File: src/rtl/pv_table_loader_if.sv
// Host-side bundle for pv_table_loader: load command, UCI move stream and the
// registered table-write word fanned out to the evaluators' pv_ctrl_in bus.
interface pv_table_loader_if #(
   parameter int UCI_WIDTH      = 16,
   parameter int MAX_DEPTH_LOG2 = 5
);
   logic                      start;
   logic [MAX_DEPTH_LOG2:0]   pv_len;
   logic [UCI_WIDTH-1:0]      uci_in;
   logic                      uci_valid;
   logic                      uci_ready;
   logic [31:0]               pv_ctrl_out;
   logic                      busy;
   logic                      done;

   modport master (
      output start, pv_len, uci_in, uci_valid,
      input  uci_ready, pv_ctrl_out, busy, done
   );

   modport slave (
      input  start, pv_len, uci_in, uci_valid,
      output uci_ready, pv_ctrl_out, busy, done
   );
endinterface

File: src/rtl/pv_table_loader.sv
// Writes a PV line into the evaluators' PV table: one write word per ply, the
// first len plies from the move stream, the rest invalidated, then a done pulse.
`ifndef MAX_DEPTH
`define MAX_DEPTH 32
`endif
module pv_table_loader #(
   parameter int UCI_WIDTH      = 16,
   parameter int MAX_DEPTH_LOG2 = 5
) (
   input  logic             clk,
   input  logic             reset_n,
   pv_table_loader_if.slave bus
);
   localparam int            MAX_DEPTH = 2 ** MAX_DEPTH_LOG2;
   localparam int            CW        = MAX_DEPTH_LOG2 + 1;
   localparam logic [CW-1:0] MAX_CNT   = CW'(MAX_DEPTH);
   localparam logic [CW-1:0] LAST_PLY  = CW'(MAX_DEPTH - 1);
   localparam logic [CW-1:0] ONE       = CW'(1);

   if (MAX_DEPTH != `MAX_DEPTH) begin : g_depth_chk
      $error("pv_table_loader: 2**MAX_DEPTH_LOG2 must equal MAX_DEPTH");
   end
   if (UCI_WIDTH + MAX_DEPTH_LOG2 + 1 > 31) begin : g_width_chk
      $error("pv_table_loader: entry, ply and valid fields overlap the write strobe");
   end

   typedef enum logic [1:0] {IDLE, LOAD, FILL, DONE} state_e;

   state_e        state_q;
   logic [CW-1:0] ply_q;
   logic [CW-1:0] len_q;
   logic [31:0]   ctrl_q;
   logic          busy_q;
   logic          done_q;
   logic [CW-1:0] ply_d;
   logic [CW-1:0] len_d;

   assign ply_d = ply_q + ONE;
   assign len_d = (bus.pv_len > MAX_CNT) ? MAX_CNT : bus.pv_len;

   function automatic logic [31:0] ctrl_word(input logic                      vld,
                                             input logic [MAX_DEPTH_LOG2-1:0] ply,
                                             input logic [UCI_WIDTH-1:0]      entry);
      logic [31:0] w;
      w                              = '0;
      w[31]                          = 1'b1;
      w[UCI_WIDTH+MAX_DEPTH_LOG2]    = vld;
      w[UCI_WIDTH+:MAX_DEPTH_LOG2]   = ply;
      w[UCI_WIDTH-1:0]               = entry;
      return w;
   endfunction

   always_ff @(posedge clk) begin
      if (!reset_n) begin
         state_q <= IDLE;
         ply_q   <= '0;
         len_q   <= '0;
         ctrl_q  <= '0;
         busy_q  <= 1'b0;
         done_q  <= 1'b0;
      end else begin
         ctrl_q <= '0;
         case (state_q)
            IDLE: begin
               if (bus.start) begin
                  len_q   <= len_d;
                  ply_q   <= '0;
                  busy_q  <= 1'b1;
                  state_q <= (len_d != '0) ? LOAD : FILL;
               end
            end
            LOAD: begin
               if (bus.uci_valid) begin
                  ctrl_q <= ctrl_word(1'b1, ply_q[MAX_DEPTH_LOG2-1:0], bus.uci_in);
                  ply_q  <= ply_d;
                  if (ply_d == len_q) begin
                     state_q <= (len_q < MAX_CNT) ? FILL : DONE;
                  end
               end
            end
            FILL: begin
               ctrl_q <= ctrl_word(1'b0, ply_q[MAX_DEPTH_LOG2-1:0], '0);
               ply_q  <= ply_d;
               if (ply_q == LAST_PLY) begin
                  state_q <= DONE;
               end
            end
            DONE: begin
               // First DONE cycle still shows the last strobe; the pulse follows it.
               if (!done_q) begin
                  done_q <= 1'b1;
                  busy_q <= 1'b0;
               end else begin
                  done_q  <= 1'b0;
                  state_q <= IDLE;
               end
            end
            default: state_q <= IDLE;
         endcase
      end
   end

   assign bus.uci_ready   = (state_q == LOAD);
   assign bus.pv_ctrl_out = ctrl_q;
   assign bus.busy        = busy_q;
   assign bus.done        = done_q;
endmodule
File: src/flat_wrapper.sv
// flat-port wrapper written by rule: the top's interface ports become plain ports
module pv_table_loader_flat 
#(
   parameter int UCI_WIDTH      = 16,
   parameter int MAX_DEPTH_LOG2 = 5
)
  (clk, reset_n, bus_start, bus_pv_len, bus_uci_in, bus_uci_valid, bus_uci_ready, bus_pv_ctrl_out, bus_busy, bus_done);
  pv_table_loader_if #(.UCI_WIDTH(UCI_WIDTH), .MAX_DEPTH_LOG2(MAX_DEPTH_LOG2)) bus_i ();
  input  logic clk;
  input  logic reset_n;
  input wire logic [$bits(bus_i.start)-1:0] bus_start;
  input wire logic [$bits(bus_i.pv_len)-1:0] bus_pv_len;
  input wire logic [$bits(bus_i.uci_in)-1:0] bus_uci_in;
  input wire logic [$bits(bus_i.uci_valid)-1:0] bus_uci_valid;
  output wire logic [$bits(bus_i.uci_ready)-1:0] bus_uci_ready;
  output wire logic [$bits(bus_i.pv_ctrl_out)-1:0] bus_pv_ctrl_out;
  output wire logic [$bits(bus_i.busy)-1:0] bus_busy;
  output wire logic [$bits(bus_i.done)-1:0] bus_done;
  assign bus_i.start = bus_start;
  assign bus_i.pv_len = bus_pv_len;
  assign bus_i.uci_in = bus_uci_in;
  assign bus_i.uci_valid = bus_uci_valid;
  assign bus_uci_ready = bus_i.uci_ready;
  assign bus_pv_ctrl_out = bus_i.pv_ctrl_out;
  assign bus_busy = bus_i.busy;
  assign bus_done = bus_i.done;
  pv_table_loader #(.UCI_WIDTH(UCI_WIDTH), .MAX_DEPTH_LOG2(MAX_DEPTH_LOG2)) u_core (.clk(clk), .reset_n(reset_n), .bus(bus_i));
endmodule
File: config.mk
export PLATFORM = sky130hd
export DESIGN_NAME = pv_table_loader_flat
export DESIGN_NICKNAME = d
export VERILOG_FILES = /design/src/rtl/pv_table_loader_if.sv /design/src/rtl/pv_table_loader.sv /design/src/flat_wrapper.sv
export SDC_FILE = /design/constraint.sdc
export NUM_CORES = 1
export LEC_CHECK = 0
export ABC_AREA = 1
export BUFFER_PORTS_ARGS = -buffer_cell sky130_fd_sc_hd__clkbuf_2
export CAP_MARGIN = 0
export CELL_PAD_IN_SITES_DETAIL_PLACEMENT = 1
export CELL_PAD_IN_SITES_GLOBAL_PLACEMENT = 2
export CORE_MARGIN = 2
export CORE_UTILIZATION = 26
export CTS_CLUSTER_SIZE = 14
export DETAILED_ROUTE_END_ITERATION = 16
export GPL_TIMING_DRIVEN = 1
export HOLD_SLACK_MARGIN = 0.1
export PLACE_DENSITY_LB_ADDON = 0.15
export SKIP_CTS_REPAIR_TIMING = 1
export SLEW_MARGIN = 25
export SYNTH_ARGS = -nofsm -noshare
export SYNTH_HDL_FRONTEND = slang
export SYNTH_SLANG_ARGS = --single-unit
File: constraint.sdc
create_clock -name clk -period 2 [get_ports clk]
set_clock_uncertainty 0.15 [all_clocks]
set_input_delay 0.1 -clock clk [delete_from_list [all_inputs] [get_ports clk]]
set_output_delay 0.1 -clock clk [all_outputs]
set_load 0.05 [all_outputs]
Word level (Yosys, flattened, before mapping)
Index checks and enable logic that the tools add are counted.

operators by class
  add/subtract/negate cells = 1
  $lt $le $gt $ge = 2
  equality and inequality tests = 11
  muxes and demuxes = 18
  reductions and logical operators = 8

operator list
  operator                                                                 count
  32-bit case mux with 2 select lines                                      1
  32-bit two-way mux                                                       1
  6-bit two-way mux                                                        3
  6-bit case mux with 3 select lines                                       1
  2-bit two-way mux                                                        6
  2-bit case mux with 4 select lines                                       1
  6-bit by 1-bit adder with 6-bit output, second input constant            1
  6-bit by 5-bit == test with 1-bit output, second input constant          1
  6-bit == test                                                            1
  6-bit greater-than comparator, second input constant                     1
  6-bit less-than comparator, second input constant                        1
  2-bit by 1-bit inequality test with 1-bit output, second input constant  3
  2-bit inequality test, second input constant                             3
  3-bit AND reduction                                                      2
  6-bit nonzero test                                                       1
  5-bit AND reduction                                                      1
  2-bit == test, second input constant                                     2
  1-bit two-way mux                                                        4
  3-bit nonzero test                                                       1
  2-bit by 1-bit == test with 1-bit output, second input constant          1
  2-bit logical NOT                                                        1
  1-bit case mux with 2 select lines                                       1
  2-bit AND reduction                                                      1
  2-bit nonzero test                                                       1

storage, ports and cells
  register bits = 48
  output and inout bits = 35

Depth between registers and ports, before layout
Gate-level depths: netlist (run 1).

  word-level depth = 6
  depth in mapped cells = 13
  mapped depth without buffers = 13

Worst setup path after synthesis (run 1)
OpenSTA, ideal clock, no wires.

  kind = register to register
  start point = register u_core.state_q[1]
  end point = register u_core.ply_q[2]
  setup time = 0.132 ns
  arrival time = 1.550 ns
  required time = 1.718 ns
  slack = 0.168 ns
  stages on the path, launching flop included = 10
  period minus slack after synthesis = 1.832 ns
  cell sequence = dfxtp_1 > inv_1 > ha_1 > inv_1 > o21ai_2 > nor2_1 > nand2_1 > inv_1 > nand3_1 > a21oi_1

between the ends
  longest elaborated chain between the ends = 3
  elaborated cells on any way between the ends = 8
  those cells by class = 4 x eq/ne; 1 x mux; 3 x reduce/logical

ends and longest elaborated chain
  what                                                                                 line                   text
  from (decl)                                                                          pv_table_loader.sv:29  state_e state_q;
  from (signal assigned)                                                               pv_table_loader.sv:69  state_q <= (len_d != '0) ? LOAD : FILL;
  from (signal assigned)                                                               pv_table_loader.sv:77  state_q <= (len_q < MAX_CNT) ? FILL : DONE;
  2-bit by 1-bit == test with 1-bit output (*)                                         -
  via bus_uci_ready                                                                    flat_wrapper.sv:15     output wire logic [$bits(bus_i.uci_ready)-1:0] bus_uci_ready;
  2-bit inequality test (no source line) / 3-bit nonzero test (equally long branches)  -
  3-bit AND reduction (no source line)                                                 -
  to (signal assigned)                                                                 pv_table_loader.sv:75  ply_q <= ply_d;
  to (signal assigned)                                                                 pv_table_loader.sv:83  ply_q <= ply_d;
  to (decl)                                                                            pv_table_loader.sv:30  logic [CW-1:0] ply_q;

The timed path passes the listed nets; every way through them passes the cells marked *.
A chain may end at the register's enable or synchronous reset.

Worst setup path after layout (run 1)
  start point = register u_core.state_q[0]
  end point = register u_core.ply_q[0]

between the ends
  longest elaborated chain between the ends = 3
  elaborated cells on any way between the ends = 8
  those cells by class = 4 x eq/ne; 1 x mux; 3 x reduce/logical

ends and longest elaborated chain
  what                                                                                 line                   text
  2-bit by 1-bit == test with 1-bit output, or another cell as far along               pv_table_loader.sv:63  case (state_q)
  2-bit inequality test (no source line) / 3-bit nonzero test (equally long branches)  -
  3-bit AND reduction (no source line)                                                 -

Several ways; a longest one is shown, not always the timed one.

==> parameters.txt, run 1 <==
Parameter                              Value

Logic synthesis
  Post-synthesis sequential element count    39
  Share of synthesized flip-flops with an asynchronous set or reset    0
  Part of the Yosys area used for sequential elements    0.458
  Dominant cells by area after synthesis    sky130_fd_sc_hd__dfxtp_1 46%, sky130_fd_sc_hd__nand2_1 9.0%, sky130_fd_sc_hd__inv_1 8.4%
  Mean instance size in the synthesized netlist    7.45 sq um
  Library cells used by synthesis    29
  Syn Inst Count    229
  Post-Syn Area    1710 sq um
  Prevailing post-synth register cell    sky130_fd_sc_hd__dfxtp_1
  Portion of synthesized cell area occupied by the leading cell type    0.458
  Synth Warn #    0
  Number of enable flip-flop cells after synthesis    0
  Library cell occupying the most area in the post-synthesis netlist    sky130_fd_sc_hd__dfxtp_1

Final layout
  Ant. Diodes    0
  Net count, final    345
  Finished layout cell area    2420 sq um
  Fraction of final layout cells with drive strength greater than 1    0.255
  Final Core Density    0.381
  Synth-to-layout area growth    42.0%
  Final cell count without fillers    391

STA
  Final Hold Viols    0
  Final period demand of the worst path    1.86 ns
  Final Max Slew Viols    0
  Post-route worst setup slack    0.139 ns
  Setup repair after global routing missed its margin    no
  Setup violators final    0
  Tcrit/Tclk final    0.931
  Worst hold margin    0.320 ns
  Maximum clock frequency    537 MHz

Critical path
  Crit path depth    9
  Path depth of the worst reg2reg path    9
  Element type at the critical path start    register
  Critical-path cell list    inv_1, ha_4, inv_2, or2_2, o21ai_2, nor2_1, inv_2, o21ai_0, a21oi_1
  Cell occurring most often along the worst timing path    sky130_fd_sc_hd__inv_2
  CP max-delay cell    sky130_fd_sc_hd__dfxtp_1
  Critical path buffer and inverter count    3
  Arrival time at the worst endpoint    1.91 ns
  Worst-path fanout max    6
  Data required time of the worst path    2.05 ns
  Slowest cell delay on critical path    0.36 ns
  Worst path top cell family by delay    compound AO/OA/AOI/OAI gates
  Type of the worst setup path    register to register
  Endpoint type of the worst setup path    register

Global route
  Overall routing resource usage    0.127
  Maximum number of pins on one net before global-route repair    16
  Remaining global-route overflow    0
  Number of antenna violations at the first check in global routing    0
  Vias in the first global route    1,531
  First-pass GRT wire length    7160 um

Detailed routing
  Total length of routed wires    4590 um
  Count of nets left with antenna violations after detail routing    0
  Number of remaining DRC errors    0
  Number of search-and-repair iterations in the first detailed-routing pass    4
  Routed wire length per instance    11.7 um
  Number of design-rule violations left by the first detailed-router iteration    45
  Number of vias per cell    4.16
  Vias after detailed routing    1,627

Hold path
  Min-Delay Path Class    register to register
  Hold Path Depth    2

Placed design
  Total of buffers placed on input and output ports    51
  Total half-perimeter wirelength after legalization and detailed placement    3420 um
  Post-placement setup slack    0.0334 ns
  Post-Place Cells    358
  Routability congestion estimate    0.716
  Area after DPL    2040 sq um

Power
  Maximum VDD drop    361 uV
  Static Leak    1.17 nW
  Logic pwr share    0.376
  Net switching share of the total power    0.384
  Total power density per cell area    1040 nW/um^2
  Sequential share of power    0.369
  Clock power frac    0.255
  Internal power    1.54 mW
  Net switching power of the design    0.963 mW

CTS
  Total CTS buffers    5
  Clock-pin slew of the registers on the worst-case setup and hold paths    0.08 ns
  Worst skew pair latency    0.29 ns
  Level count of the clock H-tree    2
  Number of sinks handled by clock tree synthesis    39
  Clock tree from TritonCTS    done
  Clock root buffer    sky130_fd_sc_hd__clkbuf_8
  Max Buffers Root-to-Sink    2

Floorplanning
  Num ports    61
  Die Area    7220 sq um
  Core Region    6350 sq um
  Row count    29
  Die width    85.0 um
  Die span in y    85.0 um
  Effective utilization at floorplan    0.269

Status
  Outcome    finished, final reports clean

Flow run
  Max-capacitance violation count    0
[power groups by stage]
stage,clock (mW),combinational [mW],sequential [mW]
after floorplan,0,0.536,1.06
after global placement,0,0.881,0.941
after detailed placement,0,0.885,0.943
after CTS,0.679,0.888,0.926
after global routing,0.706,1.06,0.939
final,0.639,0.942,0.926
[stage by stage]
stage | power, mW | TNS (ns)
floorplan | 1.59 | 0
finish | 2.51 | 0
detailed placement | 1.83 | 0
global route | 2.71 | 0
global placement | 1.82 | 0
CTS | 2.49 | -0.0154
[cells in the mapped netlist (2+ instances only)]
cell / n
sky130_fd_sc_hd__a21oi_1: 15
sky130_fd_sc_hd__a211oi_1: 2
sky130_fd_sc_hd__inv_2: 2
sky130_fd_sc_hd__inv_1: 38
sky130_fd_sc_hd__nand2_1: 41
sky130_fd_sc_hd__nand2_2: 6
sky130_fd_sc_hd__dfxtp_1: 39
sky130_fd_sc_hd__buf_4: 9
sky130_fd_sc_hd__clkbuf_1: 2
sky130_fd_sc_hd__a22oi_1: 2
sky130_fd_sc_hd__nor2_1: 36
sky130_fd_sc_hd__ha_1: 5
sky130_fd_sc_hd__nand3_1: 13
sky130_fd_sc_hd__o21ai_0: 3
sky130_fd_sc_hd__clkinv_2: 2
[layout by cell type, fill, tap and decap left out, drive strengths merged, types with 5 or more instances in the layout]
master / netlist / routed
clkbuf: 2 / 56
nand2: 47 / 47
inv: 40 / 40
dfxtp: 39 / 39
nor2: 37 / 37
dlygate4sd3: 0 / 26
a21oi: 15 / 15
nand3: 14 / 14
conb: 1 / 9
ha: 5 / 5
o21ai: 5 / 5
[logic make-up (layout without fill, tap and decap cells)]
family / count (synthesis) / count (layout) / share of synthesized area
and+or+nand+nor: 103 / 103 / 0.268
other: 1 / 9 / 0.00220
buffers and inverters: 53 / 130 / 0.138
adders and majority gates: 5 / 5 / 0.0367
DFF: 39 / 39 / 0.458
AOI/OAI and AO/OA: 28 / 28 / 0.0976
[flip-flops by register name, summed over array words and instances, names as in the netlist]
name                    cells
u_core.bus.pv_ctrl_out     23
u_core.len_q                6
u_core.ply_q                6
u_core.state_q              2
u_core.bus.busy             1
u_core.bus.done             1
[per-layer routing]
metal | track usage | vias up | wire [um]
li1 | - | 848 | -
met2 | 0.213 | 48 | 2270
met3 | 0.0486 | 6 | 268
met5 | 0 | - | 0
met1 | 0.150 | 725 | 1990
met4 | 0.0390 | 0 | 57
[worst min-delay path: stages, from the launching register on]
cell	delay [ns]
sky130_fd_sc_hd__dfxtp_1	0.32
sky130_fd_sc_hd__nand2_1	0.06
sky130_fd_sc_hd__a21oi_1	0.05
[cell type report]
cell class	count	area [sq um]
well taps	77	96.3
clock buffers	5	68.8
repair buffers	81	546
fillers	791	3930
flip-flops and latches	39	781
clock inverters	2	37.5
multi-input cells	145	732
inverters	42	160
[worst paths after layout]
| path | start | endpoint | slack, ns |
|---|---|---|---|
| max | u_core.state_q[0]$_SDFFE_PN0P_ | u_core.ply_q[0]$_SDFFE_PN0P_ | 0.14 |
| min | u_core.bus.busy$_SDFFE_PN0P_ | u_core.bus.busy$_SDFFE_PN0P_ | 0.32 |
| max reg2reg | u_core.state_q[0]$_SDFFE_PN0P_ | u_core.ply_q[0]$_SDFFE_PN0P_ | 0.14 |
| min reg2reg | u_core.bus.busy$_SDFFE_PN0P_ | u_core.bus.busy$_SDFFE_PN0P_ | 0.32 |
Note: power is estimated with default switching activity, not from simulation.
==> run 2: changes to the inputs <==
--- a/config.mk
+++ b/config.mk
@@ -10,7 +10,6 @@
 export CAP_MARGIN = 0
 export CELL_PAD_IN_SITES_DETAIL_PLACEMENT = 1
 export CELL_PAD_IN_SITES_GLOBAL_PLACEMENT = 2
-export CORE_MARGIN = 2
 export CORE_UTILIZATION = 26
 export CTS_CLUSTER_SIZE = 14
 export DETAILED_ROUTE_END_ITERATION = 16
==> parameters.txt, run 2 (synthesis gave the netlist of run 1 again) <==
Parameter                              Value

Final layout
  Commonest cells after routing, fill and taps aside    51 x sky130_fd_sc_hd__clkbuf_2, 41 x sky130_fd_sc_hd__nand2_1, 39 x sky130_fd_sc_hd__dfxtp_1, 37 x sky130_fd_sc_hd__inv_1, 35 x sky130_fd_sc_hd__nor2_1
  Net count, final    345 (unchanged)
  Ant. Diodes    0 (unchanged)
  Synth-to-layout area growth    40.5%
  Sequential cell area    781 sq um (unchanged)
  Total area of multi-input combinational cells    724 sq um (-1.0%)
  Most common cell after layout, fill and taps aside    sky130_fd_sc_hd__clkbuf_2
  Fraction of final layout cells with drive strength greater than 1    0.260 (+0.00554)
  Final cell count without fillers    392 (+0.26%)
  Count of filler cells inserted in the layout    783 (-1.0%)
  Largest register FFs    23 (unchanged)

CTS
  Level count of the clock H-tree    2 (unchanged)
  Clock tree from TritonCTS    done
  Total CTS buffers    5 (unchanged)
  Clock-pin slew of the registers on the worst-case setup and hold paths    0.08 ns (about the same)
  Max Buffers Root-to-Sink    2 (unchanged)
  Number of sinks handled by clock tree synthesis    39 (unchanged)
  Clock root buffer    sky130_fd_sc_hd__clkbuf_8
  Worst skew pair latency    0.29 ns (about the same)

Placed design
  Total half-perimeter wirelength after legalization and detailed placement    3390 um (-0.78%)
  Routability congestion estimate    0.769 (+7.4%)
  Total of buffers placed on input and output ports    51 (unchanged)
  Post-Place Cells    358 (unchanged)

Flow run
  Max-capacitance violation count    0 (unchanged)

Global route
  Overall routing resource usage    0.136 (+0.00894)
  First-pass GRT wire length    7420 um (+3.8%)
  Remaining global-route overflow    0 (unchanged)
  Maximum number of pins on one net before global-route repair    16 (unchanged)
  Number of antenna violations at the first check in global routing    0 (unchanged)
  Vias in the first global route    1,548 (+1.1%)

Status
  Outcome    finished, final reports clean

Detailed routing
  Total length of routed wires    4520 um (-1.6%)
  Vias after detailed routing    1,618 (-0.55%)
  Routed wire length per instance    11.5 um (-1.8%)
  Number of remaining DRC errors    0 (unchanged)
  Count of nets left with antenna violations after detail routing    0 (unchanged)
  Number of vias per cell    4.13 (-0.81%)
  Number of design-rule violations left by the first detailed-router iteration    40 (-11%)
  Number of search-and-repair iterations in the first detailed-routing pass    4 (unchanged)

STA
  Final Max Slew Viols    0 (unchanged)
  Final Hold Viols    0 (unchanged)
  Maximum clock frequency    540 MHz (+0.55%)
  Final period demand of the worst path    1.85 ns (-0.0102 ns)
  Tcrit/Tclk final    0.926 (-0.00511)
  Setup violators final    0 (unchanged)
  Setup repair after global routing missed its margin    no

Critical path
  Path depth of the worst reg2reg path    9 (unchanged)
  Data required time of the worst path    2.06 ns (about the same)
  Register-to-register path setup slack    0.15 ns (about the same)
  Arrival time at the worst endpoint    1.91 ns (about the same)
  Cell occurring most often along the worst timing path    sky130_fd_sc_hd__inv_2
  CP max-delay cell    sky130_fd_sc_hd__dfxtp_1
  Critical-path cell list    inv_1, ha_2, inv_2, or2_2, o21ai_2, nor2_2, inv_2, o21ai_0, a21oi_1
  Type of the worst setup path    register to register
  Slowest cell delay on critical path    0.36 ns (about the same)
  Element type at the critical path start    register
  Endpoint type of the worst setup path    register
  Worst-path fanout max    6 (unchanged)

Floorplanning
  Row count    29 (unchanged)
  Die width    83.0 um (-2.4%)
  Num ports    61 (unchanged)
  Core Region    6350 sq um (unchanged)
  Die span in y    83.0 um (-2.4%)
  Die Area    6890 sq um (-4.7%)
  Effective utilization at floorplan    0.269 (unchanged)

Power
  Maximum VDD drop    379 uV (+4.8%)
  Total power density per cell area    998 nW/um^2 (-3.7%)
  Static Leak    1.16 nW (-1.0%)
  Total power of the final layout    2.39 mW (-4.7%)

Hold path
  Hold Path Depth    2 (unchanged)
  Min-Delay Path Class    register to register
## run 2: cell types whose count changed in the layout (fill, tap and decap cells not counted), sizes merged
cell | previous run | this run
clkinvlp | 1 | 2
clkinv | 2 | 3
bufinv | 1 | 0
## run 2: cell type report
| type | count | area share |
|---|---|---|
| Timing Repair Buffer | 81 | 0.228 |
| Inverter | 42 | 0.0668 |
| Clock buffer | 5 | 0.0287 |
| Sequential cell | 39 | 0.326 |
| Multi-Input combinational cell | 145 | 0.302 |
| Clock inverter | 3 | 0.00836 |
| Tap cell | 77 | 0.0402 |
## run 2: final timing paths
check	startpoint	end
worst max-delay path	u_core.state_q[0]$_SDFFE_PN0P_	u_core.ply_q[0]$_SDFFE_PN0P_
worst max register to register	u_core.state_q[0]$_SDFFE_PN0P_	u_core.ply_q[0]$_SDFFE_PN0P_
worst min-delay path	u_core.bus.busy$_SDFFE_PN0P_	u_core.bus.busy$_SDFFE_PN0P_
worst min register to register	u_core.bus.busy$_SDFFE_PN0P_	u_core.bus.busy$_SDFFE_PN0P_
## run 2: per-stage QoR
step	setup WS [ns]	setup TNS, ns	utilization	hold WS (ns)	cell area [sq um]
finish	0.149	0	0.377	0.328	2400
global route	0.0130	0	0.377	0.363	2400
CTS	-0.00748	-0.00748	0.336	-0.169	2130
detailed placement	0.0189	0	0.322	0.154	2040
global placement	0.0335	0	0.322	0.147	2040
floorplan	0.168	0	-	0.0622	1740
## run 2: routing by layer
metal / up-vias / global-route usage / wire [um]
li1: 851 / - / -
met1: 720 / 0.171 / 2140
met2: 43 / 0.218 / 2110
met3: 4 / 0.0437 / 220
met4: 0 / 0.0470 / 48
met5: - / 0 / 0
## run 2: worst max-delay path: cells and delay by family, from the launching register on
| family | cells | cell delay, ns |
|---|---|---|
| AO/OA/AOI/OAI | 3 | 0.38 |
| adder cells (fa/ha/maj) | 1 | 0.26 |
| buffers and inverters | 3 | 0.25 |
| flip-flops | 1 | 0.36 |
| AND/OR/NAND/NOR | 2 | 0.37 |
## run 2: report_power, final
group | switching [mW] | total, mW | internal, mW
logic | 0.620 | 0.922 | 0.302
registers | 0.0627 | 0.924 | 0.861
clock network | 0.302 | 0.545 | 0.243
total | 0.984 | 2.39 | 1.41
==> run 3: changes to the inputs <==
--- a/config.mk
+++ b/config.mk
@@ -10,11 +10,11 @@
 export CAP_MARGIN = 0
 export CELL_PAD_IN_SITES_DETAIL_PLACEMENT = 1
 export CELL_PAD_IN_SITES_GLOBAL_PLACEMENT = 2
-export CORE_UTILIZATION = 26
+export CORE_UTILIZATION = 27
+export CTS_BUF_LIST = sky130_fd_sc_hd__clkbuf_4
 export CTS_CLUSTER_SIZE = 14
 export DETAILED_ROUTE_END_ITERATION = 16
 export GPL_TIMING_DRIVEN = 1
-export HOLD_SLACK_MARGIN = 0.1
 export PLACE_DENSITY_LB_ADDON = 0.15
 export SKIP_CTS_REPAIR_TIMING = 1
 export SLEW_MARGIN = 25
==> parameters.txt, run 3 (synthesis gave the netlist of run 1 again) <==
Parameter                              Value

Status
  Outcome    finished, final reports clean

Detailed routing
  Total length of routed wires    4610 um (+1.9%)
  Number of search-and-repair iterations in the first detailed-routing pass    3 (-1)
  Count of nets left with antenna violations after detail routing    0 (unchanged)
  Routed wire length per instance    11.9 um (+3.0%)
  Number of design-rule violations left by the first detailed-router iteration    54 (+35%)
  Number of remaining DRC errors    0 (unchanged)
  Number of vias per cell    4.22 (+2.2%)
  Vias after detailed routing    1,636 (+1.1%)

Power
  Static Leak    1.15 nW (-0.61%)
  Maximum VDD drop    337 uV (-11%)
  Net switching power of the design    0.973 mW (-1.2%)
  Sequential share of power    0.382 (-0.004)
  Logic pwr share    0.395 (+0.009)
  Internal power    1.44 mW (+2.6%)
  Clock power frac    0.224 (-0.004)
  Total power of the final layout    2.42 mW (+1.0%)
  Total power density per cell area    1020 nW/um^2 (+1.7%)
  Net switching share of the total power    0.403 (-0.00894)

Final layout
  Final Core Density    0.397 (+0.0199)
  Net count, final    344 (-0.29%)
  Finished layout cell area    2380 sq um (-0.68%)
  Largest register FFs    23 (unchanged)
  Commonest cells after routing, fill and taps aside    51 x sky130_fd_sc_hd__clkbuf_2, 40 x sky130_fd_sc_hd__nand2_1, 39 x sky130_fd_sc_hd__dfxtp_1, 37 x sky130_fd_sc_hd__inv_1, 36 x sky130_fd_sc_hd__nor2_1
  Most common cell after layout, fill and taps aside    sky130_fd_sc_hd__clkbuf_2
  Count of filler cells inserted in the layout    761 (-2.8%)
  Synth-to-layout area growth    39.5%
  Fraction of final layout cells with drive strength greater than 1    0.259 (-0.00153)
  Ant. Diodes    0 (unchanged)
  Final cell count without fillers    388 (-1.0%)

Critical path
  Worst-path fanout max    6 (unchanged)
  Type of the worst setup path    register to register
  Worst reg2reg endpoint    u_core.ply_q[0]$_SDFFE_PN0P_
  Register-to-register path setup slack    0.17 ns (+0.02 ns)
  Critical Path Start    u_core.state_q[0]$_SDFFE_PN0P_
  CP endpoint    u_core.ply_q[0]$_SDFFE_PN0P_
  Worst r2r src    u_core.state_q[0]$_SDFFE_PN0P_
  Data required time of the worst path    2.12 ns (+0.06 ns)
  Arrival time at the worst endpoint    1.95 ns (+0.04 ns)
  Path depth of the worst reg2reg path    9 (unchanged)
  Element type at the critical path start    register
  Endpoint type of the worst setup path    register

Floorplanning
  Effective utilization at floorplan    0.285 (+0.0161)
  Die span in y    81.5 um (-1.8%)
  Num ports    61 (unchanged)
  Row count    28 (-3.4%)
  Die width    81.5 um (-1.8%)
  Core Region    5990 sq um (-5.7%)
  Die Area    6640 sq um (-3.6%)

Placed design
  Area after DPL    2040 sq um (-0.12%)
  Total of buffers placed on input and output ports    51 (unchanged)
  Routability congestion estimate    0.712 (-7.5%)
  Post-Place Cells    356 (-0.56%)
  Total half-perimeter wirelength after legalization and detailed placement    3450 um (+1.7%)

Global route
  Vias in the first global route    1,537 (-0.71%)
  Remaining global-route overflow    0 (unchanged)
  Maximum number of pins on one net before global-route repair    16 (unchanged)
  Overall routing resource usage    0.147 (+0.0112)
  Number of antenna violations at the first check in global routing    0 (unchanged)
  First-pass GRT wire length    7140 um (-3.8%)

STA
  Maximum clock frequency    547 MHz (+1.3%)
  Final period demand of the worst path    1.83 ns (-0.0234 ns)
  Tcrit/Tclk final    0.914 (-0.0117)
  Setup repair after global routing missed its margin    no
  Final Hold Viols    0 (unchanged)
  Final Max Slew Viols    0 (unchanged)
  Setup violators final    0 (unchanged)
  Total negative slack for setup checks    0 ns (unchanged)

CTS
  Clock tree from TritonCTS    done
  Clock-pin slew of the registers on the worst-case setup and hold paths    0.13 ns (+0.05 ns)
  Clock root buffer    sky130_fd_sc_hd__clkbuf_4
  Total CTS buffers    5 (unchanged)
  Max Buffers Root-to-Sink    2 (unchanged)
  Worst skew pair latency    0.35 ns (+0.06 ns)
  Level count of the clock H-tree    2 (unchanged)
  Number of sinks handled by clock tree synthesis    39 (unchanged)

Flow run
  Max-capacitance violation count    0 (unchanged)

Hold path
  Min-Delay Path Class    input port to register
-- run 3: changes by cell type in the layout (fill, tap and decap cells not counted), sizes merged --
cell | before | now
bufinv | 0 | 1
clkinv | 3 | 2
clkinvlp | 2 | 1
dlygate4sd3 | 26 | 25
-- run 3: stage by stage --
stage | hold WS, ns | setup slack, ns
after floorplan | 0.0622 | 0.168
after global placement | 0.147 | 0.0434
after detailed placement | 0.155 | 0.0312
after CTS | -0.246 | -0.0125
after global routing | 0.321 | 0.0265
final | 0.323 | 0.172
-- run 3: worst min path at each step --
stage / start / endpoint / cells past startpoint
6_report: bus_uci_in[13] / u_core.bus.pv_ctrl_out[13]$_SDFF_PN0_ / 4
5_1_grt: bus_uci_in[5] / u_core.bus.pv_ctrl_out[5]$_SDFF_PN0_ / 4
4_1_cts: bus_uci_in[13] / u_core.bus.pv_ctrl_out[13]$_SDFF_PN0_ / 3
3_5_place_dp: bus_uci_in[1] / u_core.bus.pv_ctrl_out[1]$_SDFF_PN0_ / 3
3_3_place_gp: bus_uci_in[5] / u_core.bus.pv_ctrl_out[5]$_SDFF_PN0_ / 3
2_1_floorplan: bus_uci_in[0] / u_core.bus.pv_ctrl_out[0]$_SDFF_PN0_ / 2
-- run 3: metal layers --
layer / up-vias / share of wire / GRT usage
met2: 48 / 0.48 / 0.240
met3: 5 / 0.060 / 0.0611
met4: 0 / 0.013 / 0.0536
met1: 733 / 0.45 / 0.171
met5: - / 0 / 0
li1: 850 / - / -
-- run 3: critical path, cell delays in order, from the launching register on --
cell and delay [ns]:
sky130_fd_sc_hd__dfxtp_1 0.37, sky130_fd_sc_hd__inv_1 0.12, sky130_fd_sc_hd__ha_4 0.19, sky130_fd_sc_hd__inv_2 0.04
sky130_fd_sc_hd__or2_2 0.29, sky130_fd_sc_hd__o21ai_2 0.10, sky130_fd_sc_hd__nor2_1 0.09, sky130_fd_sc_hd__inv_2 0.12
sky130_fd_sc_hd__o21ai_0 0.09, sky130_fd_sc_hd__a21oi_1 0.17
-- run 3: layout make-up --
class / instances / area [sq um] / area share
Multi-Input combinational cell: 145 / 734 / 0.309
Clock buffer: 5 / 37.5 / 0.0158
Timing Repair Buffer: 80 / 536 / 0.225
Inverter: 42 / 160 / 0.0673
Tap cell: 75 / 93.8 / 0.0394
Sequential cell: 39 / 781 / 0.328
Clock inverter: 2 / 37.5 / 0.0158
-- run 3: power by group through the flow --
stage / clock, mW / sequential [mW] / combinational (mW)
4_1_cts: 0.562 / 0.923 / 0.896
5_1_grt: 0.581 / 0.937 / 1.08
3_3_place_gp: 0 / 0.939 / 0.891
3_5_place_dp: 0 / 0.941 / 0.892
6_report: 0.540 / 0.922 / 0.954
2_1_floorplan: 0 / 1.06 / 0.536
